File: src/rtl/seg_scan_decoder.sv
// seg_scan_decoder: decodes a 6-digit multiplexed 7-segment bus back to nibbles.
// Optional feature macro: SEG_DECODE_DP_EN (decimal point capture and output).
module seg_scan_decoder #(
  parameter int SETTLE_CYC    = 4,
  parameter int STABLE_FRAMES = 2,
  parameter int TIMEOUT_CYC   = 2_000_000
) (
  input  logic        clk,
  input  logic        rst,
  input  logic [5:0]  seg_sel_n,
  input  logic [7:0]  seg_data,
  output logic [23:0] dout,
  output logic [5:0]  dout_mask,
  output logic [5:0]  dout_point_n,
  output logic        dout_vld,
  output logic        pat_err,
  output logic        stall
);

  localparam int SW = (SETTLE_CYC > 1) ? $clog2(SETTLE_CYC) : 1;
  localparam int MW = $clog2(STABLE_FRAMES + 1);
  localparam int IW = $clog2(TIMEOUT_CYC + 1);
  localparam logic [SW-1:0] S_LAST = SW'(SETTLE_CYC - 1);
  localparam logic [MW-1:0] M_FULL = MW'(STABLE_FRAMES);
  localparam logic [IW-1:0] I_MAX  = IW'(TIMEOUT_CYC);

  // {bad, lit, nibble}
  function automatic logic [5:0] seg_dec(input logic [6:0] p);
    logic [5:0] r;
    case (p)
      7'h40:   r = 6'h10;
      7'h79:   r = 6'h11;
      7'h24:   r = 6'h12;
      7'h30:   r = 6'h13;
      7'h19:   r = 6'h14;
      7'h12:   r = 6'h15;
      7'h02:   r = 6'h16;
      7'h78:   r = 6'h17;
      7'h00:   r = 6'h18;
      7'h10:   r = 6'h19;
      7'h08:   r = 6'h1A;
      7'h03:   r = 6'h1B;
      7'h46:   r = 6'h1C;
      7'h21:   r = 6'h1D;
      7'h06:   r = 6'h1E;
      7'h0E:   r = 6'h1F;
      7'h7F:   r = 6'h00;
      default: r = 6'h20;
    endcase
    return r;
  endfunction

  logic [5:0]    sel_q, sel_p_q;
  logic [6:0]    seg_q;
  logic          dp_in;
  logic [SW-1:0] settle_q, settle_d;
  logic          done_q, done_d;
  logic [5:0]    seen_q, seen_d;
  logic [23:0]   nib_q, nib_d;
  logic [5:0]    msk_q, msk_d;
  logic [5:0]    dpf_q, dpf_d;
  logic          err_q, err_d;
  logic [35:0]   prev_q, prev_d;
  logic [MW-1:0] match_q, match_d;
  logic          pub_q, pub_d;
  logic [23:0]   dout_q, dout_d;
  logic [5:0]    mask_q, mask_d;
  logic [5:0]    pt_q, pt_d;
  logic          vld_q, vld_d;
  logic          perr_q, perr_d;
  logic [IW-1:0] idle_q, idle_d;
  logic          stall_q, stall_d;

  logic [5:0]    sel_lo;
  logic          valid, chg, smp, fdone, ferr;
  logic [SW-1:0] cnt_e;
  logic [2:0]    idx;
  logic [5:0]    dec;
  logic [35:0]   frm;

`ifdef SEG_DECODE_DP_EN
  logic dpi_q;
  // Capture the raw decimal point alongside the segments
  always_ff @(posedge clk) begin
    if (rst) dpi_q <= 1'b1;
    else     dpi_q <= seg_data[7];
  end
  assign dp_in = dpi_q;
`else
  logic unused_dp;
  assign unused_dp = seg_data[7];
  assign dp_in     = 1'b1;
`endif

  // Qualify select, settle, sample and assemble frames
  always_comb begin
    sel_lo  = ~sel_q;
    valid   = (sel_lo != 6'd0) && ((sel_lo & (sel_lo - 6'd1)) == 6'd0);
    chg     = sel_q != sel_p_q;
    cnt_e   = chg ? '0 : settle_q;
    smp     = valid && !done_q && (cnt_e == S_LAST);
    settle_d = '0;
    if (valid) settle_d = (cnt_e == S_LAST) ? cnt_e : cnt_e + SW'(1);
    done_d  = smp | (done_q & valid & ~chg);

    idx = 3'd0;
    for (int i = 0; i < 6; i++)
      if (sel_lo[i]) idx = 3'(i);
    dec = seg_dec(seg_q);

    nib_d  = nib_q;
    msk_d  = msk_q;
    dpf_d  = dpf_q;
    seen_d = seen_q;
    err_d  = err_q;
    if (smp) begin
      nib_d[4*int'(idx) +: 4] = dec[3:0];
      msk_d[idx] = dec[4];
      dpf_d[idx] = dp_in;
      seen_d     = seen_q | sel_lo;
      err_d      = err_q | dec[5];
    end
    fdone = smp && (seen_d == 6'h3F);
    ferr  = err_d;
    frm   = {nib_d, msk_d, dpf_d};
    if (fdone) begin
      seen_d = 6'd0;
      err_d  = 1'b0;
    end
  end

  // Stability tracking, publish and error pulse
  always_comb begin
    prev_d  = prev_q;
    match_d = match_q;
    pub_d   = pub_q;
    dout_d  = dout_q;
    mask_d  = mask_q;
    pt_d    = pt_q;
    vld_d   = 1'b0;
    perr_d  = 1'b0;
    if (fdone) begin
      if (ferr) begin
        perr_d  = 1'b1;
        match_d = '0;
      end else begin
        prev_d = frm;
        if (frm == prev_q)
          match_d = (match_q == M_FULL) ? match_q : match_q + MW'(1);
        else
          match_d = MW'(1);
        if (match_d == M_FULL &&
            (!pub_q || frm != {dout_q, mask_q, pt_q})) begin
          dout_d = nib_d;
          mask_d = msk_d;
          pt_d   = dpf_d;
          vld_d  = 1'b1;
          pub_d  = 1'b1;
        end
      end
    end
  end

  // Idle watchdog: stall after TIMEOUT_CYC cycles without a sample
  always_comb begin
    idle_d  = idle_q;
    stall_d = stall_q;
    if (smp) begin
      idle_d  = '0;
      stall_d = 1'b0;
    end else if (idle_q != I_MAX) begin
      idle_d = idle_q + IW'(1);
      if (idle_d == I_MAX) stall_d = 1'b1;
    end
  end

  // State registers
  always_ff @(posedge clk) begin
    if (rst) begin
      sel_q    <= 6'h3F;
      sel_p_q  <= 6'h3F;
      seg_q    <= 7'h7F;
      settle_q <= '0;
      done_q   <= 1'b0;
      seen_q   <= 6'd0;
      nib_q    <= 24'd0;
      msk_q    <= 6'd0;
      dpf_q    <= 6'h3F;
      err_q    <= 1'b0;
      prev_q   <= '0;
      match_q  <= '0;
      pub_q    <= 1'b0;
      dout_q   <= 24'd0;
      mask_q   <= 6'd0;
      pt_q     <= 6'h3F;
      vld_q    <= 1'b0;
      perr_q   <= 1'b0;
      idle_q   <= '0;
      stall_q  <= 1'b0;
    end else begin
      sel_q    <= seg_sel_n;
      sel_p_q  <= sel_q;
      seg_q    <= seg_data[6:0];
      settle_q <= settle_d;
      done_q   <= done_d;
      seen_q   <= seen_d;
      nib_q    <= nib_d;
      msk_q    <= msk_d;
      dpf_q    <= dpf_d;
      err_q    <= err_d;
      prev_q   <= prev_d;
      match_q  <= match_d;
      pub_q    <= pub_d;
      dout_q   <= dout_d;
      mask_q   <= mask_d;
      pt_q     <= pt_d;
      vld_q    <= vld_d;
      perr_q   <= perr_d;
      idle_q   <= idle_d;
      stall_q  <= stall_d;
    end
  end

  assign dout         = dout_q;
  assign dout_mask    = mask_q;
  assign dout_point_n = pt_q;
  assign dout_vld     = vld_q;
  assign pat_err      = perr_q;
  assign stall        = stall_q;

endmodule
File: config.mk
export PLATFORM = sky130hd
export DESIGN_NAME = seg_scan_decoder
export DESIGN_NICKNAME = d
export VERILOG_FILES = /design/src/rtl/seg_scan_decoder.sv
export SDC_FILE = /design/constraint.sdc
export NUM_CORES = 1
export LEC_CHECK = 0
export CAP_MARGIN = 10
export CELL_PAD_IN_SITES_DETAIL_PLACEMENT = 1
export CELL_PAD_IN_SITES_GLOBAL_PLACEMENT = 1
export CORE_UTILIZATION = 36
export DETAILED_ROUTE_END_ITERATION = 10
export GPL_ROUTABILITY_DRIVEN = 0
export PLACE_DENSITY = 0.73
export SETUP_SLACK_MARGIN = 0.15
export SLEW_MARGIN = 20
export SYNTH_ARGS = -nofsm -noshare
export SYNTH_HDL_FRONTEND = slang
export SYNTH_SLANG_ARGS = --single-unit
export TNS_END_PERCENT = 1
File: constraint.sdc
create_clock -name clk -period 15.4 [get_ports clk]
set_input_delay 4.62 -clock clk [delete_from_list [all_inputs] [get_ports clk]]
set_output_delay 4.62 -clock clk [all_outputs]
set_load 0.01 [all_outputs]
## Word-level counts from Yosys, hierarchy flattened

Index checks and enable logic that the tools add are counted.

| word-level totals | value |
|---|---|
| RAM bits | 0 |
| bits in latches | 0 |
| register bits | 164 |
| input bits | 16 |
| memories kept | 0 |
| bits in read-only memories | 0 |

| operators by class | value |
|---|---|
| add/subtract/negate cells | 5 |
| div/mod/pow operators | 0 |
| eq/ne operators | 25 |
| reductions and logical operators | 20 |
| mux-type cells | 24 |
| magnitude comparators | 2 |
| shift operators | 2 |
| $mul | 0 |
| bitwise logic cells | 12 |

Operators with widths:

| operator | count |
|---|---|
| case mux 6 bit (17 select lines) | 1 |
| equality test 36 bit | 1 |
| != test 36 bit | 1 |
| equality test 7 bit (second input constant) | 5 |
| negator 5 -> 33 bit | 1 |
| variable shift 4 x 33 -> 24 bit (first input constant) | 1 |
| variable part select 4 x 33 -> 24 bit | 1 |
| bitwise mux 24 bit | 1 |
| 2-to-1 mux 24 bit | 1 |
| adder 21 x 1 -> 21 bit (second input constant) | 1 |
| equality test 21 bit (second input constant) | 1 |
| equality test 7 x 5 -> 1 bit (second input constant) | 3 |
| equality test 7 x 6 -> 1 bit (second input constant) | 3 |
| != test 21 bit (second input constant) | 1 |
| 2-to-1 mux 6 bit | 3 |
| equality test 7 x 2 -> 1 bit (second input constant) | 2 |
| equality test 7 x 4 -> 1 bit (second input constant) | 2 |
| 2-to-1 mux 2 bit | 7 |
| 2-to-1 mux 3 bit | 4 |
| OR 6 bit | 2 |
| OR reduction 2 bit | 4 |
| equality test 7 x 3 -> 1 bit (second input constant) | 1 |
| logical NOT 7 bit | 1 |
| AND 6 bit | 1 |
| other kinds (22) | 41 |

## Depth between registers and ports, before layout

| logic depth | value |
|---|---|
| depth after elaboration | 19 |
| depth in mapped cells | 18 |
| mapped depth without buffers | 15 |

## Worst setup path before layout

Ideal clock, no wire load.

| path | value |
|---|---|
| kind | input-to-reg |
| start point | in rst |
| end point | reg prev_q[30] |
| library setup time | 132 ps |
| data required time | 15268 ps |
| arrival time | 5510 ps |
| stages | 4 |
| setup slack | 9758 ps |
| cell sequence | clkbuf_1 > clkbuf_1 > clkbuf_1 > nor3_1 |

RTL lines:

| what | line | text |
|---|---|---|
| start, declared | 9 | `input logic rst,` |
| end signal, assigned | 211 | `prev_q <= prev_d;` |
| end, declared | 63 | `logic [35:0] prev_q, prev_d;` |

No word-level cell between the ends.

## Worst setup path in the final report

| path | value |
|---|---|
| start point | reg sel_q[5] |
| end point | reg mask_q[0] (netlist: dout_mask[0]) |

| on the way | value |
|---|---|
| word-level cells in the longest chain between the ends | 15 |
| elaborated cells between the ends (all ways) | 41 |
| classes of those cells | add/sub (2); order compare (2); eq/ne (6); shift (2); mux (14); bitwise (5); reduce/logical (10) |

Ends and longest elaborated chain:

| what | line | text |
|---|---|---|
| start, declared | 53 | `logic [5:0] sel_q, sel_p_q;` |
| start signal, assigned | 201 | `sel_q <= seg_sel_n;` |
| inverter 6 bit | 97 | `sel_lo = ~sel_q;` |
| subtractor 6 x 1 -> 6 bit or 2-to-1 mux 3 bit (tied branches) | 98, 108 |  |
| AND 6 bit (tied with other cells) | 98 | `valid = (sel_lo != 6'd0) && ((sel_lo & (sel_lo - 6'd1)) == 6'd0);` |
| logical NOT 6 bit or logical AND 1 bit (tied branches) | 98, 118, 119 |  |
| logical AND 1 bit or 2-to-1 mux 1 bit (tied branches) | 98, 118, 119 |  |
| logical AND 1 bit or demux 1 bit (select 3 bit) (tied branches) | 101, 118, 119 |  |
| logical AND 1 bit (tied with other cells) | 101 | `smp = valid && !done_q && (cnt_e == S_LAST);` |
| 2-to-1 mux 6 bit or 2-to-1 mux 24 bit (tied branches) | 116 | `if (smp) begin` |
| equality test 36 bit | 148 | `if (frm == prev_q)` |
| 2-to-1 mux 2 bit | 148 |  |
| 2-to-1 mux 2 bit | 143 | `if (ferr) begin` |
| 2-to-1 mux 2 bit | 142 | `if (fdone) begin` |
| equality test 2 bit | 152 | `if (match_d == M_FULL &&` |
| logical AND 1 bit | 152 |  |
| AND reduction 3 bit (no line) | n/a |  |
| end signal, assigned | 215 | `mask_q <= mask_d;` |
| end, declared | 67 | `logic [5:0] mask_q, mask_d;` |

Parallel ways exist; a longest one is shown, timed or not. The select of a mux whose other input is x is not followed.
A chain may end at the register's enable or synchronous reset.

==> out/results.env <==
RESULT_OF_THE_RUN='complete, no violations'
HOLD_CLASS='flip-flop to flip-flop'
MAXCAPVIOLATIONS=0
HOLD-PATH-CELL-COUNT=2
CRIT_PATH_START_KIND='flip-flop'
DRC=0
REQUIRED_TIME_REPORTED_FOR_THE_CRITICAL_PATH_ENDPOINT_PS=15720
CRIT_FAMILY='simple AND/OR/NAND/NOR gates'
FINALWORSTSETUPSLACK_PS=9060
DPL_HPWL_UM=20900
SHARE_OF_THE_CYCLE_NEEDED_BY_THE_CRITICAL_PATH_AFTER_ROUTING=0.412
NET-SWITCHING-POWER_W=0.000237
SYN_TO_FINAL_GROWTH_PCT=14.9
VIA_COUNT_OF_THE_FIRST_GLOBAL_ROUTING_PASS=8275
YOSYS_WARNINGS=0
TOP_CELLS_BY_AREA_IN_THE_SYNTHESIZED_NETLIST='dfxtp_1 (36%), nor2_1 (5.7%), mux2_4 (4.7%)'
DRIVE_ABOVE_1_SHARE=0.108
TOTAL_POWER_PER_UNIT_CELL_AREA_nW_PER_UM2=90.7
SYN-CELL-AREA_UM2=9240
CRITPATHARRIVALTIME_PS=6660
CRIT_BUF_INV=4
CLOCK_INSERTION_DELAY_WORST_SKEW_PS=440
SYNTH_TOP_FLOP_CELL='dfxtp_1'
SEQPWRFRAC=0.452
GRT_ANTENNA_BEFORE_REPAIR=0
SYNTH_ASYNC_SR_FLOP_SHARE=0
YS_FF_LATCH=164
REG2REG_FROM='sel_q[5]$_SDFF_PP1_'
ROUTE.FINAL.WIRE_LENGTH_UM=29000
MAXSLEWHEADROOM=0.294
CTS_BUFFERS=17
TRANSITION_AT_THE_PIN_WITH_THE_SMALLEST_MAX_TRANSITION_SLACK_PS=1050
RSZ0062_AT_GRT='no'
CLOCK_TREE_FROM_TRITONCTS='built'
TIMING.FINAL.CRIT_PERIOD_PS=6340
WORST-R2R-CELL-COUNT=17
FLOORPLAN.ROWS=58
ROUTED_VIAS=8266
PORT-BUFFER-COUNT=53
WORST_SETUP_HOLD_PATH_CLK_SLEW_PS=70
GR-USAGE-MET3=0.0378
WORSTREG2REGEND='dout_mask[0]$_SDFFE_PP0P_'
FINAL_WORST_CLOCK_SKEW_PS=10.1
GRT.MET2_USAGE=0.382
CLOCK_TREE.HTREE_LEVEL_COUNT=4
POWER.IR.VDD_WORST_uV=57.3
FIN_TNS_SETUP_PS=0
NUMBER_OF_ITERATIONS_IN_THE_FIRST_DETAILED_ROUTING_PASS=5
AREA_SHARE_OF_THE_LARGEST_CELL_TYPE_AFTER_SYNTHESIS=0.355
SHARE_COMB_OF_TOTAL_POWER=0.053
REG2REG_SLACK_PS=9060
DIEAREA_UM2=26300
PLACEABLECOREAREA_UM2=25200
DR.FIRST_ITER.DRC_COUNT=546
SYNTH_CELL_TYPES=73
NUM-NETS-FINAL=1123
GLOBALROUTEMET1UTIL=0.286
CRITPATHSLOWESTCELL='dfxtp_1'
WORSTPATHCELLLIST='inv_1 -> nor3_1 -> ha_1 -> ha_1 -> nor3b_1 -> buf_4 -> nand4bb_1 -> nor4_2 -> buf_4 -> mux2i_1 -> xor2_1 -> nand3_1 -> nand3b_1 -> nor4_1 -> a311o_2 -> buf_4 -> mux2_2'
CRITPATHMAXSTAGEDELAY_PS=750
POWER.STATIC_LEAKAGE_nW=3.96
GRT_START_MAX_NET_PINS=93
CHIPWIDTH_UM=162
HOLD_PATH_END='seen_q[0]$_SDFF_PP0_'
ANTENNA-DIODE-COUNT=0
START_UTIL=0.367
CTS_RESIZED=0
SYNTH_FP_NETS=1105
UTILIZATION=0.422
CRITICAL_PATH_PEAK_FANOUT=21
SYNTH_LARGEST_AREA_CELL='dfxtp_1'
SLEW_VIOLATIONS=0
POSTCTSSETUPREPAIRBUFS=0
AVGSYNTHCELLAREA_UM2=8.54
SYN-INSTANCE-COUNT=1083
POSTROUTEANTENNANETS=0
ROUTED_VIA_DENSITY=5.72
CTS_MAX_PATH_BUFFERS=2
SETUP_VIOL=0
GLOBALROUTETOTALUTIL=0.224
CRITICALPATHCATEGORY='flip-flop to flip-flop'
CLK_ROOT_BUFFER_CELL='clkbuf_16'
DIE_HEIGHT_UM=162
SYNTHMOSTINSTANTIATEDCELL='dfxtp_1'
STARTPOINT='sel_q[5]$_SDFF_PP1_'
GRT-OVFL-TOTAL=0
EDFF_COUNT_SYNTH=0
INTPOWER_W=0.000726
CTSHOLDBUFFERS=0
WORSTSETUPENDPOINTTYPE='flip-flop'
NETSWITCHINGFRACTION=0.246
FLOORPLAN.IO_PINS=55
PLACEMENT.SETUP.WORST_SLACK_PS=8940
DRT-WIRELENGTH-PER-CELL_UM=20.1
SYNTH_TOP_CELLS_BY_COUNT='dfxtp_1 (164), nor2_1 (141), nand2_1 (52), xnor2_1 (47), nor2b_1 (44)'
GLOBAL_ROUTING_S_BUSIEST_LAYER='met2'
GRT_FIRST_PASS_WIRELENGTH_UM=46000
FINAL_HOLD_VIOL_COUNT=0
CRIT_PATH_FREQUENT_CELL='buf_4'
P_CLK_FRAC=0.495
MIN_FROM='seen_q[0]$_SDFF_PP0_'
CTS.SINK_COUNT=164
FMAX_MHz=158
SEQUENTIAL_ELEMENT_SHARE_OF_THE_SYNTHESIZED_AREA=0.355
## per-layer routing
metal	share of wire	wire, um
met5	0	0
met4	0.024	684
met3	0.045	1300
met2	0.49	14100
met1	0.45	12900
## registers in the layout, summed over array words and instances (netlist names), 6 cells and up
name	count
dpf_q	6
idle_q	21
prev_q	36
nib_q	24
seen_q	6
msk_q	6
seg_q	7
dout_point_n	6
sel_p_q	6
dout	24
dout_mask	6
sel_q	6
## layout make-up
cell class | instances | area, um2
fill | 2940 | 14600
clock inverter | 14 | 209
inverter | 27 | 101
sequential | 164 | 3280
multi-input combinational | 826 | 5560
tap | 330 | 413
clock buffer | 18 | 439
timing repair buffer | 65 | 618
## layout by cell type (no fill, tap or decap), drive strengths merged, types with 34 or more instances in the layout
cell type      count
dfxtp            164
nor2             142
nand2             52
clkdlybuf4s50     52
xnor2             47
nor2b             44
xor2              43
nand3             42
mux2              37
nand4             36
a21oi             36
inv               36
nor4              34
## logic make-up (layout without fill, tap and decap cells)
group	count (synthesis)	after routing	share of synthesized area
adders and majority gates	6	6	0.00812
buffers and inverters	93	124	0.0447
muxes	60	60	0.0831
DFF	164	164	0.355
xor gates and xnor gates	90	90	0.0853
AOI/OAI and AO/OA	167	167	0.128
and+or+nand+nor	503	503	0.296
## worst max-delay path by stage
stage / to / cells past startpoint
global placement: dout[21]$_SDFFE_PP0P_ / 4
floorplan: prev_q[30]$_SDFFE_PP0P_ / 4
global route: dout_mask[0]$_SDFFE_PP0P_ / 17
detailed placement: dout[8]$_SDFFE_PP0P_ / 4
CTS: dout_mask[0]$_SDFFE_PP0P_ / 17
finish: dout_mask[0]$_SDFFE_PP0P_ / 17
## metrics by stage
stage	cell area (um2)	cells	total power [W]	hold WS (ps)
2_1_floorplan	9240	1083	0.000479	432
3_3_place_gp	9970	1412	0.000494	441
3_5_place_dp	9970	1412	0.000496	454
4_1_cts	10600	1444	0.000971	465
5_1_grt	10600	1444	0.000996	481
6_report	10600	1444	0.000964	460
## power groups by stage
stage	clock network, W	logic [W]	registers, W
2_1_floorplan	0	0.0000398	0.000439
3_3_place_gp	0	0.0000496	0.000445
3_5_place_dp	0	0.0000504	0.000445
4_1_cts	0.000485	0.0000507	0.000435
5_1_grt	0.000505	0.0000551	0.000436
6_report	0.000477	0.0000507	0.000436
## worst reg2reg max path, delay by kind of cell, from the launching register on
family,cells,cell delay [ps]
multiplexers,2,840
XOR/XNOR,1,310
AND/OR/NAND/NOR,7,1800
adder cells (fa/ha/maj),2,580
buffers and inverters,4,1310
AO/OA/AOI/OAI,1,630
flip-flops,1,750
Note: power is estimated with default switching activity, not from simulation.
